## config.mk

```make
export PLATFORM = sky130hd
export DESIGN_NAME = nl_stream_driver
export DESIGN_NICKNAME = d
export VERILOG_FILES = /design/src/rtl/nl_pkg.sv /design/src/rtl/nl_stream_driver.sv
export SDC_FILE = /design/constraint.sdc
export NUM_CORES = 1
export LEC_CHECK = 0
export CORE_AREA = 2 2 471 473
export CTS_CLUSTER_DIAMETER = 120
export CTS_CLUSTER_SIZE = 12
export DETAILED_ROUTE_END_ITERATION = 8
export DIE_AREA = 0 0 473 475
export HOLD_SLACK_MARGIN = 0.15
export SLEW_MARGIN = 20
export SYNTH_ARGS = -nofsm -noshare
export SYNTH_HDL_FRONTEND = slang
export SYNTH_SLANG_ARGS = --single-unit
```

## constraint.sdc

```tcl
create_clock -name clk -period 5.2 [get_ports clk]
set_input_delay 0.52 -clock clk [delete_from_list [all_inputs] [get_ports clk]]
set_output_delay 0.52 -clock clk [all_outputs]
set_load 0.02 [all_outputs]
```

## src/rtl/nl_pkg.sv

```systemverilog
// nl_pkg: shared constants and FSM state type
// for the nonlinear-unit stream driver.
package nl_pkg;

  localparam int NL_LANES  = 32;
  localparam int NL_LANE_W = 8;

  typedef enum logic [2:0] {
    S_IDLE,
    S_FETCH,
    S_LOAD,
    S_SEND,
    S_COLLECT,
    S_STORE,
    S_FIN
  } nl_state_e;

endpackage

```

## src/rtl/nl_stream_driver.sv

```systemverilog
// nl_stream_driver: SRAM -> nonlinear unit -> SRAM beat mover.
// Optional NL_STREAM_PERF_EN adds a job cycle counter (perf_cycles).
module nl_stream_driver
  import nl_pkg::*;
#(
  parameter int LANES  = NL_LANES,
  parameter int ADDR_W = 10
) (
  input  logic                     clk,
  input  logic                     rst,
  input  logic                     start,
  output logic                     busy,
  output logic                     done,
  input  logic [ADDR_W-1:0]        src_base,
  input  logic [ADDR_W-1:0]        dst_base,
  input  logic [15:0]              beat_count,
  input  logic [31:0]              in_scale_cfg,
  input  logic [31:0]              out_scale_cfg,
  output logic [31:0]              nl_in_scale,
  output logic [31:0]              nl_out_scale,
  output logic                     rd_en,
  output logic [ADDR_W-1:0]        rd_addr,
  input  logic [NL_LANE_W*LANES-1:0] rd_data,
  output logic                     wr_en,
  output logic [ADDR_W-1:0]        wr_addr,
  output logic [NL_LANE_W*LANES-1:0] wr_data,
  output logic                     nl_in_valid,
  input  logic                     nl_in_ready,
  output logic [NL_LANE_W*LANES-1:0] nl_in_data,
  input  logic                     nl_out_valid,
  output logic                     nl_out_ready,
  input  logic [NL_LANE_W*LANES-1:0] nl_out_data
`ifdef NL_STREAM_PERF_EN
  ,
  output logic [31:0]              perf_cycles
`endif
);

  localparam int DW = NL_LANE_W * LANES;

  nl_state_e         r_state;
  nl_state_e         w_next;
  logic [ADDR_W-1:0] r_src;
  logic [ADDR_W-1:0] r_dst;
  logic [15:0]       r_cnt;
  logic [15:0]       r_idx;
  logic [31:0]       r_isc;
  logic [31:0]       r_osc;
  logic [DW-1:0]     r_in_data;
  logic [DW-1:0]     r_out_data;
  logic [15:0]       w_idx_inc;
  logic              w_accept;
  logic [ADDR_W-1:0] w_rd_sum;
  logic [ADDR_W-1:0] w_wr_sum;

  assign w_idx_inc = r_idx + 16'd1;
  assign w_accept  = (r_state == S_IDLE) && start;
  assign w_rd_sum  = r_src + r_idx[ADDR_W-1:0];
  assign w_wr_sum  = r_dst + r_idx[ADDR_W-1:0];

  // State register.
  always_ff @(posedge clk or negedge rst) begin
    if (!rst) r_state <= S_IDLE;
    else      r_state <= w_next;
  end

  // Next-state logic; handshakes only stretch SEND and COLLECT.
  always_comb begin
    w_next = r_state;
    unique case (r_state)
      S_IDLE:
        if (start)
          w_next = (beat_count == 16'd0) ? S_FIN : S_FETCH;
      S_FETCH:   w_next = S_LOAD;
      S_LOAD:    w_next = S_SEND;
      S_SEND:
        if (nl_in_ready) w_next = S_COLLECT;
      S_COLLECT:
        if (nl_out_valid) w_next = S_STORE;
      S_STORE:
        w_next = (w_idx_inc < r_cnt) ? S_FETCH : S_FIN;
      S_FIN:     w_next = S_IDLE;
      default:   w_next = S_IDLE;
    endcase
  end

  // Job descriptor latch, beat index and data holding registers.
  always_ff @(posedge clk or negedge rst) begin
    if (!rst) begin
      r_src      <= '0;
      r_dst      <= '0;
      r_cnt      <= '0;
      r_idx      <= '0;
      r_isc      <= '0;
      r_osc      <= '0;
      r_in_data  <= '0;
      r_out_data <= '0;
    end else begin
      if (w_accept) begin
        r_src <= src_base;
        r_dst <= dst_base;
        r_cnt <= beat_count;
        r_isc <= in_scale_cfg;
        r_osc <= out_scale_cfg;
        r_idx <= '0;
      end
      if (r_state == S_LOAD)
        r_in_data <= rd_data;
      if (r_state == S_COLLECT && nl_out_valid)
        r_out_data <= nl_out_data;
      if (r_state == S_STORE)
        r_idx <= w_idx_inc;
    end
  end

  assign busy         = (r_state != S_IDLE);
  assign done         = (r_state == S_FIN);
  assign rd_en        = (r_state == S_FETCH);
  assign rd_addr      = rd_en ? w_rd_sum : '0;
  assign wr_en        = (r_state == S_STORE);
  assign wr_addr      = wr_en ? w_wr_sum : '0;
  assign wr_data      = wr_en ? r_out_data : '0;
  assign nl_in_valid  = (r_state == S_SEND);
  assign nl_in_data   = r_in_data;
  assign nl_out_ready = (r_state == S_COLLECT);
  assign nl_in_scale  = r_isc;
  assign nl_out_scale = r_osc;

`ifdef NL_STREAM_PERF_EN
  logic [31:0] r_perf;

  // Saturating count of non-idle cycles for the current job.
  always_ff @(posedge clk or negedge rst) begin
    if (!rst) begin
      r_perf <= '0;
    end else if (r_state == S_IDLE) begin
      if (start) r_perf <= '0;
    end else if (r_perf != '1) begin
      r_perf <= r_perf + 32'd1;
    end
  end

  assign perf_cycles = r_perf;
`endif

endmodule

```

==> results of run 1 <==
-- power groups by stage --
| stage | combinational (mW) | clock (mW) | sequential, mW |
|---|---|---|---|
| final | 10.9 | 4.47 | 9.13 |
| after detailed placement | 11.0 | 0 | 9.19 |
| after global placement | 10.9 | 0 | 9.16 |
| after floorplan | 4.47 | 0 | 9.94 |
| after CTS | 11.1 | 4.73 | 9.15 |
| after global routing | 11.6 | 4.88 | 9.41 |
-- cells in the final DEF, fill, tap and decap left out, drive strengths merged, types with 9 or more instances in the layout --
cell type      instances
nor3                   9
mux2                 597
clkbuf                72
diode                 18
o21ai                 50
nand3                 11
a21oi                 17
nand2                 42
ha                    34
buf                   37
inv                   37
and2                 261
dfrtp                631
clkdlybuf4s50       1217
xnor2                 12
nor2                  31
xor2                  14
-- sequential cells by signal (all words and copies together), names as in the netlist --
register      count
nl_out_scale     32
r_cnt            16
r_state           3
r_idx            16
r_out_data      256
nl_in_scale      32
nl_in_data      256
r_src            10
r_dst            10
-- worst max-delay path: stages, from the launching register on --
cell and delay (ps):
dfrtp_1 610, nand2_1 90, or2_1 210, buf_4 230
inv_6 610, buf_4 590, and2_1 210, clkdlybuf4s50_1 620
-- Yosys cell counts, types with 8 or more instances --
master / instances / share of area [%]
dfrtp_1: 631 / 58
mux2_2: 521 / 21
and2_1: 261 / 6.0
mux2_4: 70 / 3.8
o21ai_0: 50 / 0.92
nand2_1: 42 / 0.58
buf_2: 39 / 0.71
ha_1: 34 / 1.6
nor2_1: 30 / 0.41
inv_1: 29 / 0.40
buf_6: 28 / 1.2
clkbuf_2: 24 / 0.44
a21oi_1: 17 / 0.31
xor2_1: 14 / 0.45
xnor2_1: 12 / 0.38
nand3_1: 11 / 0.20
buf_12: 8 / 0.59
nor3_1: 8 / 0.15
-- final cells by class --
class	instances	area share, %
inverters	30	0.2640
clock inverters	12	0.2921
clock buffers	72	3.828
diodes	18	0.1011
repair buffers	1255	28.26
well taps	2871	8.064
flip-flops and latches	631	35.45
multi-input cells	1148	23.74
-- logic make-up after synthesis --
kind of cell,share of synthesized area [%]
XOR/XNOR,0.8333
buffers and inverters,3.553
flip-flops,57.78
AO/OA/AOI/OAI,2.289
multiplexers,25.60
AND/OR/NAND/NOR,8.241
adder cells (fa/ha/maj),1.703
-- timing repair --
| item | in CTS | in global routing |
|---|---|---|
| endpoints found under the setup margin | 0 | 0 |
| hold buffers | 1 | 0 |
| hold endpoints to repair | 77 | 0 |
-- routing by layer --
layer / vias up / share of wire [%] / GRT usage (%)
li1: 9024 / - / -
met1: 10310 / 37 / 12.37
met2: 1055 / 50 / 20.15
met3: 208 / 8.1 / 3.850
met4: 8 / 4.8 / 5.498
met5: - / 0.037 / 0
-- per-stage QoR --
| step | instances | hold slack, ps | utilization, % |
|---|---|---|---|
| 2_1_floorplan | 1920 | 224.4 | - |
| 3_3_place_gp | 5934 | 480.2 | 19.47 |
| 3_5_place_dp | 5934 | 479.3 | 19.47 |
| 4_1_cts | 6019 | 328.9 | 20.31 |
| 5_1_grt | 6032 | 364.6 | 20.33 |
| 6_report | 6037 | 437.1 | 20.33 |
-- how the worst max path moves through the flow --
stage / slack (ps) / end
CTS: 550 / wr_data[106]
global placement: 1480 / wr_data[203]
floorplan: 2320 / wr_addr[8]
detailed placement: 1310 / wr_data[106]
finish: 680 / wr_data[106]
global route: 310 / wr_data[178]
==> results.yml, run 1 <==
pwr:
  intPower_mw: 15.45
  pwr_dens_mw_per_mm2: 549.5
  peakVddDrop_mv: 0.3698
  power_frac_comb_pct: 44.4
  power.net_switching_mw: 9.032
  total_leakage_power_nw: 17.62
  p_sw_share_pct: 36.90
  pwr-share-clk_pct: 18.3
  sequentialPowerShare_pct: 37.3
  fin_total_pwr_mw: 24.48
clock_network:
  post-cts-setup-buffers: 0
  cts_sink_count: 631
  clock_tree_from_tritoncts: "done"
  max_h_tree_level: 3
  cts_resized: 0
  cts_inserted_buffers: 66
  clkSlewWorstSetupHoldPaths_ps: 60
  clkLatencyLatePin_ps: 680
  cts_root_buffer: "clkbuf_16"
  clock_path_buffers: 3
drt:
  remaining_drc_errors: 0
  post_detailed_route_wirelength_per_cell_um: 22.20
  totalWireLength_mm: 134.0
  viasPerCell: 3.413
  detailedRoute.firstIterationViolations: 1067
  route.vias.total: 20605
  ant_nets: 0
  drt_pre_antenna_iters: 5
timing:
  hold_viol_final: 0
  final_worst_clock_skew_ps: 46.69
  total_negative_setup_slacks_ps: 0
  worst_slew_margin_rel_pct: 31.61
  achievable-frequency_ghz: 0.2210
  tightest_slew_ps: 1026
  unrepaired_setup_endpoints_after_global_routing: "false"
  finalWorstPathRequiredPeriod_ps: 4524
  setup_violations: 0
  worst_slack_ps: 675.8
  timing_max_transition_violations_final: 0
  final_worst_path_period_share_pct: 87.00
global_route:
  grt_pass1_vias: 21700
  pin_count_of_the_biggest_net_entering_global_routing: 141
  globalRouteOverflowTotal: 0
  wire_length_of_the_first_global_routing_pass_mm: 179.0
  antenna_found_initial: 67
  grt_usage_pct: 11.49
worst_setup_path:
  reg2reg_to: "r_state[2]"
  crit_type: "flop to primary output"
  critical_path_peak_fanout: 116
  r2r_cells: 11
  setup.worst_path.start: "r_state[2]"
  crit_path_start_kind: "flop"
  timing.critical_path.required_ps: 4680
  cp.arrival_ps: 4000
  rr_startpoint: "r_idx[1]"
  reg2reg_slack_ps: 1740
  endpoint_kind: "primary output"
floorplanning:
  floorplan.die.width_um: 473
  total_core_area_mm2: 0.2191
  row_count: 172
  ioPinCount: 1219
  die-area_mm2: 0.2247
  die_height_um: 475
  starting_density_of_the_core_pct: 12.47
logic_synthesis:
  synth-seq-cells: 631
  ys.flop_type: "dfrtp_1"
  syn_avg_cell_area_um2: 14.23
  mappedNetlistArea_mm2: 0.02733
  yosys_warnings: 0
  synth_cells: 1920
  synth-edff-count: 0
  synth_sequential_area_ratio_pct: 57.78
  netlist-cell-type-count: 61
  synth-async-reset-ratio_pct: 100.0
  postSynthNetCount: 2573
job:
  max_cap_viol_count: 0
finish:
  flow.area_growth_from_synthesis_pct: 63.01
  fin_area_mm2: 0.04455
  num-nets-final: 3785
  area_used_by_multi_input_combinational_logic_mm2: 0.01058
  final.fill_count: 23527
  final_layout_size_suffix_gt1_share_pct: 22.81
  area_occupied_by_registers_mm2: 0.01579
placed_design:
  port_buffers: 1218
  gpl.final_weighted_congestion: 0.8917
  dp_hpwl_mm: 109.9
  placement.cell_area_mm2: 0.04266
  place_worst_setup_slack_ps: 1308
run_status:
  result_of_the_run: "finished clean"
min_path:
  min_path_type: "primary input to flop"
  hold_path_startpoint: "beat_count[3]"
  worstHoldPathCells: 3
  min_to: "r_cnt[3]"
(Power assumes the default switching activity.)
==> run 2, diff against run 1 <==
- ABC_AREA: unset -> 1
- CORE_AREA: 2 2 471 473 -> 2 2 470 472
- DIE_AREA: 0 0 473 475 -> 0 0 472 474
==> results.yml, run 2 <==
timing:
  timing_max_transition_violations_final: 0
  worst_slack_ps: 1220
  final_worst_path_period_share_pct: 76.54
  finalWorstPathRequiredPeriod_ps: 3980
  tightest_slew_ps: 993.5
  unrepaired_setup_endpoints_after_global_routing: "false"
  worst_slew_margin_rel_pct: 33.77
  hold_viol_final: 0
  total_negative_setup_slacks_ps: 0
  setup_violations: 0
  achievable-frequency_ghz: 0.2512
  final_worst_clock_skew_ps: 29.77
global_route:
  pin_count_of_the_biggest_net_entering_global_routing: 223
  wire_length_of_the_first_global_routing_pass_mm: 202.0
  globalRouteOverflowTotal: 0
  grt_pass1_vias: 23996
  grt_usage_pct: 13.12
  antenna_found_initial: 112
clock_network:
  clkLatencyLatePin_ps: 670
  cts_sink_count: 631
  cts_inserted_buffers: 68
  cts_root_buffer: "clkbuf_16"
  clock_tree_from_tritoncts: "done"
  max_h_tree_level: 3
  clock_path_buffers: 3
  clkSlewWorstSetupHoldPaths_ps: 60
logic_synthesis:
  yosys_warnings: 0
  synth_sequential_area_ratio_pct: 59.27
  syn_avg_cell_area_um2: 10.52
  ys.flop_type: "dfrtp_1"
  postSynthNetCount: 3186
  synth_top_cells_by_area: "dfrtp_1 (59%), mux2_2 (14%), o21ai_0 (5.6%), nand2_1 (5.1%), inv_1 (4.8%)"
  synthDominantCellAreaShare_pct: 59.27
  yosys.cell_count.top_type: "dfrtp_1"
  synth-edff-count: 0
  mappedNetlistArea_mm2: 0.02664
  synthDominantAreaCellType: "dfrtp_1"
  synth-async-reset-ratio_pct: 100.0
  synth_cells: 2533
  synth.top_cells.by_count: "dfrtp_1 (631), nand2_1 (360), inv_1 (340), mux2_2 (340), o21ai_0 (297)"
  netlist-cell-type-count: 34
  synth-seq-cells: 631
pwr:
  intPower_mw: 14.95
  peakVddDrop_mv: 0.3507
  power.net_switching_mw: 9.835
  total_leakage_power_nw: 18.22
  p_sw_share_pct: 39.68
  pwr_dens_mw_per_mm2: 560.4
  sequentialPowerShare_pct: 34.0
  pwr-share-clk_pct: 18.8
  power_frac_comb_pct: 47.2
finish:
  finish.cell_count_without_fillers: 6652
  final_layout_size_suffix_gt1_share_pct: 12.62
  flow.area_growth_from_synthesis_pct: 66.00
  final_util_pct: 20.23
  mostFrequentLayoutCells: "clkdlybuf4s50_1 (1,217), dfrtp_1 (631), nand2_1 (360)"
  final.fill_count: 23843
  mostFrequentLayoutCell: "clkdlybuf4s50_1"
  num-nets-final: 4382
job:
  max_cap_viol_count: 0
run_status:
  result_of_the_run: "finished clean"
floorplanning:
  floorplan.die.width_um: 472
  die_height_um: 474
  total_core_area_mm2: 0.2187
  die-area_mm2: 0.2237
  starting_density_of_the_core_pct: 12.19
  row_count: 172
  ioPinCount: 1219
worst_setup_path:
  timing.critical_path.cells: "inv_1, nand3_4, buf_12, buf_16, nor2_1, clkdlybuf4s50_1"
  critical_path_peak_fanout: 181
  worstSetupPathDepth: 6
  timing.critical_path.required_ps: 4680
  timing.critical_path.slowest_stage_cell: "clkdlybuf4s50_1"
  r2r_cells: 16
  endpoint_kind: "primary output"
  category_of_cells_accounting_for_the_largest_share_of_critical_path_delay: "buffers and inverters"
  crit_type: "flop to primary output"
  crit_path_start_kind: "flop"
  worst-path-buf-inv: 4
  cp.arrival_ps: 3460
  critical_path.max_stage_delay_ps: 710
drt:
  viasPerCell: 3.502
  post_detailed_route_wirelength_per_cell_um: 22.89
  drt_pre_antenna_iters: 7
  route.vias.total: 23298
  ant_nets: 0
  remaining_drc_errors: 0
  detailedRoute.firstIterationViolations: 1127
  totalWireLength_mm: 152.3
placed_design:
  placedCellCount: 6528
  gpl.final_weighted_congestion: 0.9070
  place_worst_setup_slack_ps: 2136
  port_buffers: 1218
  dp_hpwl_mm: 126.7
min_path:
  worstHoldPathCells: 3
  min_path_type: "primary input to flop"
run 2: timing repair:
| item | in CTS | in global routing |
|---|---|---|
| resized for setup | 0 | 0 |
| buffers inserted | 0 | 0 |
| endpoints found under the setup margin | 0 | 0 |
| endpoints found under the hold margin | 69 | 0 |
| hold buffers | 1 | 0 |
run 2: cells by family (layout without fill, tap and decap cells):
group | Yosys count | count (layout) | share of synthesized area (%)
and+or+nand+nor | 690 | 690 | 10.09
buffers and inverters | 472 | 1686 | 7.420
muxes | 340 | 340 | 14.37
adders and majority gates | 36 | 36 | 1.747
AOI/OAI and AO/OA | 354 | 354 | 6.781
DFF | 631 | 631 | 59.27
xor gates and xnor gates | 10 | 10 | 0.3288
other | 0 | 34 | 0
run 2: power by group through the flow:
stage | Clock (mW) | Combinational [mW] | Sequential, mW
6_report | 4.66 | 11.7 | 8.43
5_1_grt | 5.01 | 12.5 | 8.71
4_1_cts | 4.89 | 11.9 | 8.43
3_5_place_dp | 0 | 11.9 | 8.50
3_3_place_gp | 0 | 11.8 | 8.42
2_1_floorplan | 0 | 4.06 | 9.90
run 2: worst paths after layout:
kind,from,end,slack (ps)
setup / recovery,r_state[1],wr_data[223],1220
hold / removal,nl_out_data[168],r_out_data[168],400
setup reg to reg,r_idx[1],r_state[1],2260
hold reg to reg,r_cnt[9],r_cnt[9],490
max in group asynchronous,rst,r_out_data[52],3430
min in group asynchronous,rst,nl_in_data[127],490
run 2: metrics by stage:
stage	instance area [um2]	power, mW	hold slack [ps]
2_1_floorplan	26640	13.95	224.4
3_3_place_gp	42170	20.22	471.9
3_5_place_dp	42170	20.38	476.5
4_1_cts	44110	25.26	307.3
5_1_grt	44200	26.22	346.4
6_report	44230	24.78	399.6
run 2: layout make-up:
| class | instances | area, um2 | area share (%) |
|---|---|---|---|
| Antenna cell | 34 | 85.08 | 0.1924 |
| Clock buffer | 73 | 1773 | 4.009 |
| Clock inverter | 15 | 162.7 | 0.3678 |
| Inverter | 344 | 1291 | 2.920 |
| Multi-Input combinational cell | 1430 | 8906 | 20.14 |
| Sequential cell | 631 | 15790 | 35.70 |
| Tap cell | 2871 | 3592 | 8.122 |
| Timing Repair Buffer | 1254 | 12630 | 28.55 |
run 2: metal layers:
layer / GRT usage, % / part of all wire [%] / vias up
met3: 4.118 / 8.2 / 308
li1: - / - / 10454
met1: 14.30 / 37 / 11285
met5: 0 / 0.061 / -
met4: 6.645 / 4.3 / 16
met2: 22.83 / 50 / 1235
run 2: worst register-to-register path, delay by kind of cell, from the launching register on:
kind                       cells  cell delay (ps)
AOI/OAI and AO/OA              2              300
adders and majority gates      2              510
DFF                            1              510
and+or+nand+nor               11             1320
xor gates and xnor gates       1              200
==> run 3, diff against run 2 <==
- CORE_AREA: 2 2 470 472 -> 2 2 472 474
- DIE_AREA: 0 0 472 474 -> 0 0 474 476
- clock period: 5.2 -> 3.75 ns (I/O delays scaled with it)
==> results.yml, run 3 (same netlist as run 2, synthesis figures left out) <==
global_route:
  grt_usage_pct: 12.70
  pin_count_of_the_biggest_net_entering_global_routing: 108
  globalRouteOverflowTotal: 0
  globalRouteMet1Util_pct: 13.49
  wire_length_of_the_first_global_routing_pass_mm: 196.9
  busiest_layer: "met2"
  met2_usage_pct: 21.34
  grt_pass1_vias: 23615
  antenna_found_initial: 97
  gr-usage-met3_pct: 5.081
clock_network:
  post-cts-setup-buffers: 0
  cts_inserted_buffers: 66
  clkSlewWorstSetupHoldPaths_ps: 60
  clkLatencyLatePin_ps: 690
  cts_root_buffer: "clkbuf_16"
  cts_sink_count: 631
  max_h_tree_level: 3
  clock_tree_from_tritoncts: "done"
  clock_path_buffers: 3
drt:
  post_detailed_route_wirelength_per_cell_um: 22.01
  totalWireLength_mm: 149.5
  route.vias.total: 23265
  drt_pre_antenna_iters: 5
  ant_nets: 0
  remaining_drc_errors: 0
  viasPerCell: 3.425
  detailedRoute.firstIterationViolations: 1067
worst_setup_path:
  crit_type: "flop to primary output"
  cp.arrival_ps: 3190
  endpoint_kind: "primary output"
  timing.critical_path.slowest_stage_cell: "clkdlybuf4s50_1"
  crit_path_start_kind: "flop"
  critical_path_peak_fanout: 91
  category_of_cells_accounting_for_the_largest_share_of_critical_path_delay: "buffers and inverters"
  critical_path.max_stage_delay_ps: 690
  worst-path-buf-inv: 3
  timing.critical_path.required_ps: 3380
  timing.critical_path.cells: "inv_1, nand3_4, buf_12, nor2_1, clkdlybuf4s50_1"
floorplanning:
  die-area_mm2: 0.2256
  starting_density_of_the_core_pct: 12.06
  row_count: 173
  ioPinCount: 1219
  die_height_um: 476
  floorplan.die.width_um: 474
  total_core_area_mm2: 0.2210
finish:
  finish.cell_count_without_fillers: 6792
  mostFrequentLayoutCells: "clkdlybuf4s50_1 (1,213), dfrtp_1 (631), nand2_1 (360)"
  final_layout_size_suffix_gt1_share_pct: 13.14
  num-nets-final: 4430
  flow.area_growth_from_synthesis_pct: 68.08
  mostFrequentLayoutCell: "clkdlybuf4s50_1"
timing:
  hold_viol_final: 0
  achievable-frequency_ghz: 0.2803
  unrepaired_setup_endpoints_after_global_routing: "false"
  timing_max_transition_violations_final: 0
  tightest_slew_ps: 880.7
  worst_slew_margin_rel_pct: 41.29
  setup_violations: 0
  final_worst_path_period_share_pct: 95.14
  final_worst_clock_skew_ps: 24.10
  total_negative_setup_slacks_ps: 0
  finalWorstPathRequiredPeriod_ps: 3568
run_status:
  result_of_the_run: "finished clean"
min_path:
  min_path_type: "primary input to flop"
pwr:
  peakVddDrop_mv: 0.6324
  pwr_dens_mw_per_mm2: 768.6
  total_leakage_power_nw: 18.45
placed_design:
  port_buffers: 1218
  gpl.final_weighted_congestion: 0.8854
  dp_hpwl_mm: 124.6
  placedCellCount: 6660
job:
  max_cap_viol_count: 0
run 3: final timing paths:
| kind | from | endpoint | slack, ps | cells past startpoint |
|---|---|---|---|---|
| min reg2reg | r_cnt[5] | r_cnt[5] | 490 | 2 |
| max in group asynchronous | rst | nl_in_data[149] | 2320 | 3 |
| max | r_state[1] | wr_data[160] | 180 | 5 |
| min | nl_out_data[38] | r_out_data[38] | 250 | 3 |
| max reg2reg | r_idx[5] | r_state[2] | 840 | 15 |
| min in group asynchronous | rst | nl_in_data[209] | 330 | 2 |
run 3: final cells by class:
type / count / area (um2)
inverters: 344 / 1292
well taps: 2975 / 3722
repair buffers: 1304 / 13120
clock inverters: 12 / 151.4
flip-flops and latches: 631 / 15790
diodes: 26 / 65.06
clock buffers: 70 / 1730
fillers: 24125 / 176200
multi-input cells: 1430 / 8906
run 3: what timing repair did:
item,4_1_cts,5_1_grt
resized for setup,0,3
setup endpoints to repair,0,4
hold endpoints to repair,90,0
hold buffers,24,0
run 3: metal layers:
metal / vias to the layer above / wire (um)
li1: 10530 / -
met1: 11189 / 54580
met2: 1201 / 72610
met3: 319 / 14730
met4: 26 / 7422
met5: - / 160
run 3: worst min-delay path, cell delays in order:
cell             delay, ps
clkdlybuf4s50_1        390
nand2_1                 60
o21ai_0                 70
run 3: per-stage QoR:
stage          total power [mW]  cell area [um2]  util [%]  hold slack [ps]  setup slack (ps)
3_5_place_dp              28.33            42590     19.27            457.0             850.9
5_1_grt                   36.47            44760     20.25            209.6             11.76
4_1_cts                   35.03            44710     20.23            151.0             47.14
2_1_floorplan             19.35            26640         -            79.41              1382
6_report                  34.42            44780     20.26            249.6             182.3
3_3_place_gp              28.07            42590     19.27            456.4             728.7
run 3: power by group:
group | internal, mW | switching [mW] | total, mW
clock network | 3.37 | 3.03 | 6.40
logic | 7.10 | 9.12 | 16.2
registers | 10.2 | 1.57 | 11.8
